File: config.mk
export PLATFORM = sky130hd
export DESIGN_NAME = cache_controller
export DESIGN_NICKNAME = d
export VERILOG_FILES = /design/src/rtl/cache_controller_pkg.sv /design/src/rtl/cache_line_buffer.sv /design/src/rtl/cache_controller.sv
export SDC_FILE = /design/constraint.sdc
export NUM_CORES = 1
export LEC_CHECK = 0
export BUFFER_PORTS_ARGS = -buffer_cell sky130_fd_sc_hd__buf_2
export CORE_AREA = 2 2 160 162
export CTS_BUF_LIST = sky130_fd_sc_hd__clkbuf_8 sky130_fd_sc_hd__clkbuf_16
export DETAILED_ROUTE_END_ITERATION = 16
export DIE_AREA = 0 0 162 164
export MAX_ROUTING_LAYER = met4
export PLACE_DENSITY = 0.65
export SKIP_LAST_GASP = 1
export SLEW_MARGIN = 20
export SYNTH_ARGS = -nofsm -noshare
export SYNTH_HDL_FRONTEND = slang
export SYNTH_SLANG_ARGS = --single-unit
export TNS_END_PERCENT = 10
File: constraint.sdc
create_clock -name clk -period 6.85 [get_ports clk]
set_clock_uncertainty 0.15 [all_clocks]
set_input_delay 0.3425 -clock clk [delete_from_list [all_inputs] [get_ports clk]]
set_output_delay 0.3425 -clock clk [all_outputs]
set_load 0.01 [all_outputs]
File: src/rtl/cache_controller_pkg.sv
// Shared types and constants for the cache sequencing controller.
// Address layout: tag [14:12], index [11:2], word offset [1:0].
package cache_controller_pkg;

  localparam int OFS_WIDTH   = 2;
  localparam int LINE_WORDS  = 4;

  typedef enum logic [2:0] {
    ST_IDLE     = 3'd0,
    ST_COMPARE  = 3'd1,
    ST_MEM_READ = 3'd2,
    ST_FILL     = 3'd3,
    ST_RESPOND  = 3'd4
  } state_t;

endpackage

File: src/rtl/cache_line_buffer.sv
// Four-word staging register for a block fetched from main memory.
// Loaded in one cycle; any word can be read back by offset.
module cache_line_buffer
  import cache_controller_pkg::*;
#(
  parameter int WORD_LENGTH = 32
) (
  input  logic                   clk,
  input  logic                   rst,
  input  logic                   i_load,
  input  logic [WORD_LENGTH-1:0] i_word0,
  input  logic [WORD_LENGTH-1:0] i_word1,
  input  logic [WORD_LENGTH-1:0] i_word2,
  input  logic [WORD_LENGTH-1:0] i_word3,
  input  logic [OFS_WIDTH-1:0]   i_offset,
  output logic [WORD_LENGTH-1:0] o_rd_data,
  output logic [WORD_LENGTH-1:0] o_word0,
  output logic [WORD_LENGTH-1:0] o_word1,
  output logic [WORD_LENGTH-1:0] o_word2,
  output logic [WORD_LENGTH-1:0] o_word3
);

  logic [WORD_LENGTH-1:0] r_buf [LINE_WORDS];

  always_ff @(posedge clk or posedge rst) begin
    if (rst) begin
      for (int i = 0; i < LINE_WORDS; i++) r_buf[i] <= '0;
    end else if (i_load) begin
      r_buf[0] <= i_word0;
      r_buf[1] <= i_word1;
      r_buf[2] <= i_word2;
      r_buf[3] <= i_word3;
    end
  end

  assign o_rd_data = r_buf[i_offset];
  assign o_word0   = r_buf[0];
  assign o_word1   = r_buf[1];
  assign o_word2   = r_buf[2];
  assign o_word3   = r_buf[3];

endmodule

File: src/rtl/cache_controller.sv
// Load-path sequencer for a direct-mapped 4-word-block cache with hit/miss stats.
// States: IDLE wait req | COMPARE cache lookup | MEM_READ fetch block | FILL write line | RESPOND return word
module cache_controller
  import cache_controller_pkg::*;
#(
  parameter int ADDR_WIDTH  = 15,
  parameter int WORD_LENGTH = 32,
  parameter int CNT_WIDTH   = 16
) (
  input  logic                   clk,
  input  logic                   rst,
  input  logic                   cpu_req,
  input  logic [ADDR_WIDTH-1:0]  cpu_addr,
  output logic                   cpu_ready,
  output logic [WORD_LENGTH-1:0] cpu_data,
  output logic                   cpu_busy,
  output logic [ADDR_WIDTH-1:0]  cache_address,
  output logic                   cache_write,
  output logic [WORD_LENGTH-1:0] cache_data_in1,
  output logic [WORD_LENGTH-1:0] cache_data_in2,
  output logic [WORD_LENGTH-1:0] cache_data_in3,
  output logic [WORD_LENGTH-1:0] cache_data_in4,
  input  logic                   cache_hit,
  input  logic [WORD_LENGTH-1:0] cache_out,
  output logic                   mem_read,
  output logic [ADDR_WIDTH-1:0]  mem_addr,
  input  logic                   mem_ready,
  input  logic [WORD_LENGTH-1:0] mem_word0,
  input  logic [WORD_LENGTH-1:0] mem_word1,
  input  logic [WORD_LENGTH-1:0] mem_word2,
  input  logic [WORD_LENGTH-1:0] mem_word3,
  output logic [CNT_WIDTH-1:0]   hit_count,
  output logic [CNT_WIDTH-1:0]   miss_count
);

  state_t                 r_state;
  state_t                 w_next_state;
  logic [ADDR_WIDTH-1:0]  r_addr;
  logic                   r_cpu_ready;
  logic [WORD_LENGTH-1:0] r_cpu_data;
  logic [CNT_WIDTH-1:0]   r_hit_count;
  logic [CNT_WIDTH-1:0]   r_miss_count;
  logic                   w_buf_load;
  logic [WORD_LENGTH-1:0] w_buf_rd;
  logic [WORD_LENGTH-1:0] w_buf0, w_buf1, w_buf2, w_buf3;

  cache_line_buffer #(
    .WORD_LENGTH(WORD_LENGTH)
  ) u_line_buffer (
    .clk      (clk),
    .rst      (rst),
    .i_load   (w_buf_load),
    .i_word0  (mem_word0),
    .i_word1  (mem_word1),
    .i_word2  (mem_word2),
    .i_word3  (mem_word3),
    .i_offset (r_addr[OFS_WIDTH-1:0]),
    .o_rd_data(w_buf_rd),
    .o_word0  (w_buf0),
    .o_word1  (w_buf1),
    .o_word2  (w_buf2),
    .o_word3  (w_buf3)
  );

  always_ff @(posedge clk or posedge rst) begin
    if (rst) r_state <= ST_IDLE;
    else     r_state <= w_next_state;
  end

  // mem_read and cache_write decode straight from state so a reset kills them at once.
  always_comb begin
    w_next_state = r_state;
    w_buf_load   = 1'b0;
    mem_read     = 1'b0;
    cache_write  = 1'b0;
    case (r_state)
      ST_IDLE:     if (cpu_req) w_next_state = ST_COMPARE;
      ST_COMPARE:  w_next_state = cache_hit ? ST_IDLE : ST_MEM_READ;
      ST_MEM_READ: begin
        mem_read = 1'b1;
        if (mem_ready) begin
          w_buf_load   = 1'b1;
          w_next_state = ST_FILL;
        end
      end
      ST_FILL: begin
        cache_write  = 1'b1;
        w_next_state = ST_RESPOND;
      end
      ST_RESPOND:  w_next_state = ST_IDLE;
      default:     w_next_state = ST_IDLE;
    endcase
  end

  always_ff @(posedge clk or posedge rst) begin
    if (rst) begin
      r_addr       <= '0;
      r_cpu_ready  <= 1'b0;
      r_cpu_data   <= '0;
      r_hit_count  <= '0;
      r_miss_count <= '0;
    end else begin
      r_cpu_ready <= 1'b0;
      if (r_state == ST_IDLE && cpu_req) r_addr <= cpu_addr;
      if (r_state == ST_COMPARE) begin
        if (cache_hit) begin
          r_cpu_ready <= 1'b1;
          r_cpu_data  <= cache_out;
          r_hit_count <= r_hit_count + 1'b1;
        end else begin
          r_miss_count <= r_miss_count + 1'b1;
        end
      end
      if (r_state == ST_RESPOND) begin
        r_cpu_ready <= 1'b1;
        r_cpu_data  <= w_buf_rd;
      end
    end
  end

  assign cpu_ready     = r_cpu_ready;
  assign cpu_data      = r_cpu_data;
  assign cpu_busy      = (r_state != ST_IDLE);
  assign cache_address = r_addr;
  assign mem_addr      = {r_addr[ADDR_WIDTH-1:OFS_WIDTH], {OFS_WIDTH{1'b0}}};
  assign hit_count     = r_hit_count;
  assign miss_count    = r_miss_count;

  // Offset 00 sits in the low word of the cache line, which is dataIn4.
  assign cache_data_in1 = w_buf3;
  assign cache_data_in2 = w_buf2;
  assign cache_data_in3 = w_buf1;
  assign cache_data_in4 = w_buf0;

endmodule

* Word-level counts from Yosys, hierarchy flattened
Cells that the tools add are included.
** Storage, ports and cells
- Bits in registers :: 211
- Input port bits :: 180
- Output and inout bits :: 226
** Cells by class
- $add $sub $neg :: 2
- Magnitude comparators :: 1
- Equality and inequality tests :: 6
- Mux-type cells :: 17
- Bitwise gates (word level) :: 2
- Reduce and logical (&&, ||, !) cells :: 9
** Operators with widths (number)
- 2-to-1 mux 32 bit :: 5
- binary-select mux 32 bit (select 2 bit) :: 1
- adder 16 x 1 -> 16 bit (second input constant) :: 2
- one-hot mux 3 bit (4 select lines) :: 1
- AND reduction 2 bit :: 4
- 2-to-1 mux 1 bit :: 7
- == test 3 x 2 -> 1 bit (second input constant) :: 2
- 2-to-1 mux 3 bit :: 2
- != test 2 bit (second input constant) :: 2
- nonzero test 2 bit :: 2
- == test 3 x 1 -> 1 bit (second input constant) :: 1
- == test 3 bit (second input constant) :: 1
- greater-or-equal comparator 3 bit (second input constant) :: 1
- logical NOT 3 bit :: 1
- inverter 2 -> 3 bit :: 1
- nonzero test 3 bit :: 1
- 2-to-1 mux 2 bit :: 1
- logical AND 1 bit :: 1
- inverter 1 bit :: 1

* Depth between registers and ports, before layout
Gate-level depths: netlist of the first run.
- Depth after elaboration :: 5
- Gate-level depth with buffers :: 6

* By module
A second synthesis of the first run with hierarchy kept.
** Second synthesis, totals
- Cell total of the unflattened synthesis :: 636
- Area total of the unflattened synthesis :: 9334.0 um2
** By module, submodules not included
- cache_line_buffer :: times used 1, cells an instance 311, area each 5570.3 um2
- cache_controller :: times used 1, cells an instance 325, area each 3763.6 um2

* Worst setup path after synthesis of the first run
Ideal clock, no wire load.
- Kind :: register to register
- Start point :: register r_state[2]
- End point :: register r_addr[0] (netlist: cache_address[0])
- Arrival time :: 1.797 ns
- Setup slack :: 4.778 ns
- Cell stages (with the launch flop) :: 5
- Path buffers :: 1
- Clock period less this slack :: 2.072 ns
- Cells stage by stage :: dfrtp_1 > or3_1 > nor2_1 > buf_2 > mux2_2
** On the way
- Cells in the longest elaborated chain, start to end :: 2
** Ends and longest elaborated chain
- from (decl) :: RTL line cache_controller.sv:36 : state_t r_state;
- from (signal assigned) :: RTL line cache_controller.sv:67 : else r_state <= w_next_state;
- logical NOT 3 bit :: RTL line cache_controller.sv:104 : if (r_state == ST_IDLE && cpu_req) r_addr <= cpu_addr;
- logical AND 1 bit :: RTL line cache_controller.sv:104
- to (signal assigned) :: RTL line cache_controller.sv:104
- to (decl) :: RTL line cache_controller.sv:38 : logic [ADDR_WIDTH-1:0] r_addr;
No other way between the ends.
A chain may end at the register's enable or synchronous reset.

* Final worst setup path of the first run
- Start point :: register r_state[1]
- End point :: register u_line_buffer.r_buf, in the netlist u_line_buffer.o_word0[29]
** On the way
- Cells in the longest elaborated chain, start to end :: 2
** Ends and longest elaborated chain
- == test 3 x 2 -> 1 bit :: RTL line cache_controller.sv:76 : case (r_state)
- 2-to-1 mux 1 bit :: RTL line cache_controller.sv:76
- to (decl) :: RTL line cache_line_buffer.sv:23 : logic [WORD_LENGTH-1:0] r_buf [LINE_WORDS];
No other way between the ends.

==> metrics.txt, run 1 <==
Psw=2.137 mW; routed len/inst=18.27 microns; Setup TNS=0 ps; Sequential Power Share=38.9%; fmax=about 320 MHz; Gate power share=39.9%; Worst setup startpoint=r_state[1]; sequential area share after synthesis=57.52%; routed vias=7420; Max-Cap Viols=0; clock root buffer=clkbuf_16; GRT Total Usage=21.38%; post-synth top area share=57.52%; input/output buffers=just over 400; initial antenna violation count=0; Compound-Gate Fraction of Synth Area=1.745%; Tot Pwr=approximately 6.1 mW; routed wl met3=approximately 1600 microns; Lkg Pwr=6.599 nW; CTS tree=built; Total Nets Final=1379; Die Ht=~160 microns; Initial Util=36.98%; post-synth top area cell=dfrtp_1; area occupied by multi-input gates=3625 sq um; critical-path maximum fanout=between 70 and 80; status=finished clean; clock sinks=between 200 and 250; RSZ-0062 raised after global routing=false; diode count=0; total die area=approximately 27000 sq um; Slowest Stage Delay on Critical Path=840 ps; Setup crit end=u_line_buffer.o_word0[29]; top cells by area, synth=dfrtp_1 58%, mux2_2 18%, mux4_2 7.9%, mux2i_1 3.5%, xnor2_1 2.1%; FP Rows=58; clock slew at reported path FFs=60 ps; Pins Over Slew Limit=0; CTS H-tree lvls=1; final wirelength=28220 microns; Worst Setup End Kind=flip-flop; class of the worst hold path=in -> reg; wl on met1=11240 microns; Net Sw Frac=35.30%; vias in the first global route=7938; Core ar.=24820 sq um; fin crit share=46.26%; ys flop type=dfrtp_1; Cell Int Power=around 3.9 mW; Avg Synthesized Cell Area=14.48 sq um; adder-cell area share of the yosys netlist=less than 1%; pin count of the biggest net entering global routing=78; Post-Synth Simple-Gate Area=5.439%; clock period minus worst slack=between 3000 and 4000 ps; largest family of logic cells by synthesized area=multiplexers; Worst Setup Start Kind=flip-flop; crit-path cells=nor3b_1 -> and2_4 -> buf_4 -> mux2_2; Residual DRC=0; XOR/XNOR Fraction of Synth Area=around 2.9%; Worst R2R Path Depth=4; Ys Warns=0; Worst Max-Slew Pin Slew=between 1000 and 1500 ps; multiplexer area fraction after synthesis=between 20% and 30%; Clock Path Buffers=3; Setup CP Type=reg -> reg; Crit-path slowest cell=buf_4; Layout area overhead=52.21%; DR WL met2=14350 microns; R2R Path End=u_line_buffer.o_word0[29]; CTS Buf Count=24; crit path DAT=3410 ps; pwr dens=approximately 430 nW/um^2; worst r2r src=r_state[1]; Slew HR=between 20 and 30%; GR Overflow Total=0; synthesized area=between 9000 and 10000 sq um; Cells after DPL=around 1300; top-level I/O count=just over 400; Distinct cells, synth=33; Seq cells post-synth=about 210; post-route ant nets=0; max layer used=met4; dpl hpwl=around 18000 microns; Filler cells=2050; Final setup viols=0; share of async-settable or async-resettable flops after synthesis=100.0%; first-pass GRT wire length=43520 microns; FF/Latch Area=5283 sq um; Worst R2R Setup Slack=approximately 3700 ps; CP required=7090 ps; post-layout util=a little under three fifths; Post-synth EDFFs=0; die outline width=162 microns; clock latency on the worst-skew pair=510 ps; drt pass-1 iters=4; Clk pwr share=21.2%; vias per std cell=4.803; GPL Wtd Cong=roughly 0.8; Max VDD drop=0.2873 mV; Fin. Hold Viols=0; Finished Layout Cells=1545; layout cells sized above 1=52.18%; Initial DRC Count=around 230; Synth Instances=634
[stage by stage]
step	worst slack (ps)	cell area, sq um	hold slack [ps]
2_1_floorplan	591.6	9183	344.2
3_3_place_gp	3772	11410	307.1
3_5_place_dp	3739	11410	311.5
4_1_cts	3715	13970	18.88
5_1_grt	3514	13970	38.84
6_report	3681	13970	35.51
[kinds of logic (layout without fill, tap and decap cells)]
| family | Yosys count | count (layout) |
|---|---|---|
| other | 1 | 2 |
| adders and majority gates | 2 | 2 |
| DFF | 211 | 211 |
| and+or+nand+nor | 97 | 97 |
| buffers and inverters | 53 | 633 |
| muxes | 208 | 208 |
| AOI/OAI and AO/OA | 32 | 32 |
| xor gates and xnor gates | 30 | 30 |
[worst min path at each step]
stage / endpoint / depth (start not counted) / startpoint
6_report: cpu_data[7] / 3 / cache_out[7]
5_1_grt: cpu_data[7] / 3 / cache_out[7]
4_1_cts: cpu_data[7] / 3 / cache_out[7]
3_5_place_dp: miss_count[11] / 2 / rst
3_3_place_gp: cache_address[12] / 2 / rst
2_1_floorplan: u_line_buffer.o_word1[26] / 1 / mem_word1[26]
[metal layers]
metal  up-vias  track usage (%)
met2       292            36.73
met5         -                -
li1       3392                -
met3        75            3.864
met1      3661            25.33
met4         0            7.723
[state kept, by name (all words and copies together), names as in the netlist]
signal,flops
cpu_ready,1
u_line_buffer.o_word2,32
u_line_buffer.o_word3,32
cpu_data,32
r_state,3
cache_address,15
u_line_buffer.o_word1,32
u_line_buffer.o_word0,32
miss_count,16
hit_count,16
[layout make-up]
class | instances | share of cell area (%)
clock buffers | 29 | 4.872
flip-flops and latches | 211 | 37.81
well taps | 330 | 2.955
multi-input cells | 371 | 25.94
inverters | 2 | 0.1075
repair buffers | 587 | 27.48
clock inverters | 15 | 0.8329
[timing repair]
action | in CTS | in global routing
resized for setup | 0 | 0
setup buffers | 0 | 0
endpoints found under the hold margin | 250 | 0
hold buffers | 176 | 0
[power by group through the flow]
stage          Clock [mW]  Sequential [mW]  Combinational (mW)
6_report             1.28             2.36                2.42
3_5_place_dp            0             2.37                2.34
3_3_place_gp            0             2.35                2.31
2_1_floorplan           0             2.45                1.28
5_1_grt              1.36             2.44                2.60
4_1_cts              1.31             2.35                2.43
[worst max-delay path, delay by kind of cell (launching register included)]
| kind | cells | cell delay, ps |
|---|---|---|
| multiplexers | 1 | 440 |
| AND/OR/NAND/NOR | 2 | 1010 |
| buffers and inverters | 1 | 840 |
| flip-flops | 1 | 440 |
[cells in the mapped netlist, types with 2 or more instances]
cell      number
and2_1         3
and3_1         4
and3b_1        2
and4_1         2
buf_1          2
buf_2         24
buf_4         15
clkbuf_1      10
dfrtp_1      211
ha_1           2
inv_1          2
mux2_2       144
mux2i_1       32
mux4_2        32
nand2_1       49
nand2b_1       2
nand3_1        8
nand4_1        7
nor2_1         5
nor3_1         3
nor3b_1        2
o21ai_0       32
or2_2          3
xnor2_1       22
xor2_1         8
[cell usage in the layout, fill, tap and decap left out, types with 2 or more instances in the layout]
| cell type | Yosys | routed |
|---|---|---|
| buf_2 | 24 | 403 |
| dlygate4sd3_1 | 0 | 176 |
| nand2_1 | 49 | 49 |
| or2_2 | 3 | 3 |
| and3b_1 | 2 | 2 |
| and3_1 | 4 | 4 |
| nor2_1 | 5 | 5 |
| conb_1 | 1 | 2 |
| mux2_2 | 144 | 144 |
| mux2i_1 | 32 | 32 |
| xnor2_1 | 22 | 22 |
| clkbuf_8 | 0 | 4 |
| clkbuf_16 | 0 | 25 |
| ha_1 | 2 | 2 |
| xor2_1 | 8 | 8 |
| and4_1 | 2 | 2 |
| inv_1 | 2 | 8 |
| o21ai_0 | 32 | 32 |
| bufinv_16 | 0 | 2 |
| nor3_1 | 3 | 3 |
| and2_1 | 3 | 2 |
| mux4_2 | 32 | 32 |
| nand4_1 | 7 | 7 |
| dfrtp_1 | 211 | 209 |
| clkinv_2 | 0 | 6 |
| nand3_1 | 8 | 8 |
| buf_4 | 15 | 8 |
| nand2b_1 | 2 | 2 |
| dfrtp_2 | 0 | 2 |
Power figures use the tool's default switching activity.
==> inputs of run 2 (changes only) <==
CORE_AREA = 2 2 159 161   (was 2 2 160 162)
DIE_AREA = 0 0 161 163   (was 0 0 162 164)
PLACE_DENSITY = 0.68   (was 0.65)
clock period = 2.85 ns   (was 6.85 ns; I/O delays follow)
==> run 2 against run 1 <==
Effect of this change: final area up 0.79%; sequential share of layout area down 0.30 points; utilization up 0.78 points; count of clock-buffer cells in the layout up 2; sequential power up 140%; wire length up 1.4%; critical path depth unchanged; setup slack worse by 3100 ps; largest cell class unchanged.
==> metrics.txt, run 2 (synthesis gave the netlist of run 1 again) <==
routed len/inst=18.40 microns; fmax=448.3 MHz; CTS H-tree lvls=1; clock sinks=211; critical-path maximum fanout=8; Final setup viols=0; post-layout util=57.07%; Pins Over Slew Limit=0; Total Nets Final=about 1400; Clk pwr share=20.6%; top-level I/O count=406; Initial Util=between 30% and 40%; Worst Setup Start Kind=flip-flop; final wirelength=28620 microns; clock latency on the worst-skew pair=~510 ps; Max VDD drop=0.5938 mV; Slew HR=roughly 46%; Worst Max-Slew Pin Slew=813.1 ps; die outline width=roughly 160 microns; Layout area overhead=53.41%; Placed Area=11530 sq um; Lkg Pwr=between 6 and 7 nW; CP required=3100 ps; class of the worst hold path=in -> reg; Die Ht=163 microns; layout cells sized above 1=52.94%; depth of the worst hold-timing path=5; clock slew at reported path FFs=60 ps; Setup CP Type=reg -> reg; Initial DRC Count=between 300 and 400; RSZ-0062 raised after global routing=false; CTS tree=built; pwr dens=slightly above 1000 nW/um^2; crit path DAT=2480 ps; CTS Buf Count=23; FP Rows=58; Max-Cap Viols=0; post-route ant nets=0; most frequent cells in the layout=403 x buf_2, 209 x dfrtp_1, 177 x dlygate4sd3_1, 144 x mux2_2, 49 x nand2_1; clock root buffer=clkbuf_16; Cells after DPL=1335; input/output buffers=403; Clock Path Buffers=3; initial antenna violation count=1; most common cell after layout, fill and taps aside=buf_2; Cell Int Power=9.384 mW; Net Sw Frac=35.74%; Tot Pwr=about 15 mW; Gate power share=41.3%; Worst R2R Path Depth=4; drt pass-1 iters=4; clock period minus worst slack=2231 ps; total die area=approximately 26000 sq um; postcts setup bufs=0; Fin. Hold Viols=0; Residual DRC=0; hold_ws=156.8 ps; first-pass GRT wire length=approximately 44000 microns; Finished Layout Cells=1555; Sequential Power Share=38.1%; GPL Wtd Cong=0.8233; vias in the first global route=around 8100; routed vias=7520; cell area after layout=14080 sq um; Core ar.=~25000 sq um; status=finished clean; vias per std cell=between 4 and 5; fin crit share=78.27%; pin count of the biggest net entering global routing=76; GRT Total Usage=21.91%; GR Overflow Total=0; dpl hpwl=18680 microns; Worst Setup End Kind=flip-flop; Psw=around 5.2 mW
==> run 2: cell count changes in the layout (fill, tap and decap cells not counted) <==
cell	delta
dlygate4sd3_1	+1
inv_6	+1
diode_2	+1
inv_8	-1
buf_12	+4
clkbuf_16	-2
clkbuf_8	+4
clkinvlp_4	+3
buf_4	+6
bufinv_16	-1
inv_1	-6
==> run 2: path summary, 6_finish.rpt <==
kind                                start                       end  slack, ps
setup / recovery               r_state[2]            miss_count[14]        620
hold / removal                    cpu_req          cache_address[3]        160
setup reg to reg               r_state[2]            miss_count[14]        620
hold reg to reg            miss_count[15]            miss_count[15]        320
max in group asynchronous             rst  u_line_buffer.o_word1[1]       1580
min in group asynchronous             rst              cpu_data[29]        170
==> run 2: area by class of cell <==
type,count,area (sq um)
inverters,2,11.26
clock buffers,31,685.7
flip-flops and latches,211,5283
clock inverters,11,87.58
well taps,330,412.9
repair buffers,598,3974
fillers,1962,10590
diodes,1,2.502
multi-input cells,371,3625
==> run 2: routing by layer <==
metal | up-vias | part of all wire, % | track usage, %
met5 | - | 0 | -
met4 | 0 | 3.1 | 8.198
met3 | 71 | 5.7 | 3.871
met2 | 307 | 51 | 37.28
met1 | 3732 | 40 | 26.21
li1 | 3410 | - | -
==> run 2: timing repair <==
item | 4_1_cts | 5_1_grt
hold buffers | 177 | 0
resized for setup | 0 | 0
endpoints found under the hold margin | 201 | 0
==> run 2: worst max-delay path, stage by stage, from the launching register on <==
cell	delay [ps]
dfrtp_1	440
or4b_1	710
nor3_1	490
nand3_1	170
xnor2_1	150
==> run 2: per-stage QoR <==
step                setup slack, ps  TNS (ps)
global route                  487.9         0
CTS                           615.9         0
detailed placement            630.9         0
global placement              703.5         0
finish                        619.4         0
floorplan                    -184.7    -38970
==> run 2: power groups by stage <==
stage | clock, mW | combinational (mW) | sequential, mW
finish | 3.01 | 6.03 | 5.56
global route | 3.21 | 6.45 | 5.76
CTS | 3.08 | 6.01 | 5.52
detailed placement | 0 | 5.82 | 5.55
global placement | 0 | 5.72 | 5.48
floorplan | 0 | 3.07 | 5.88
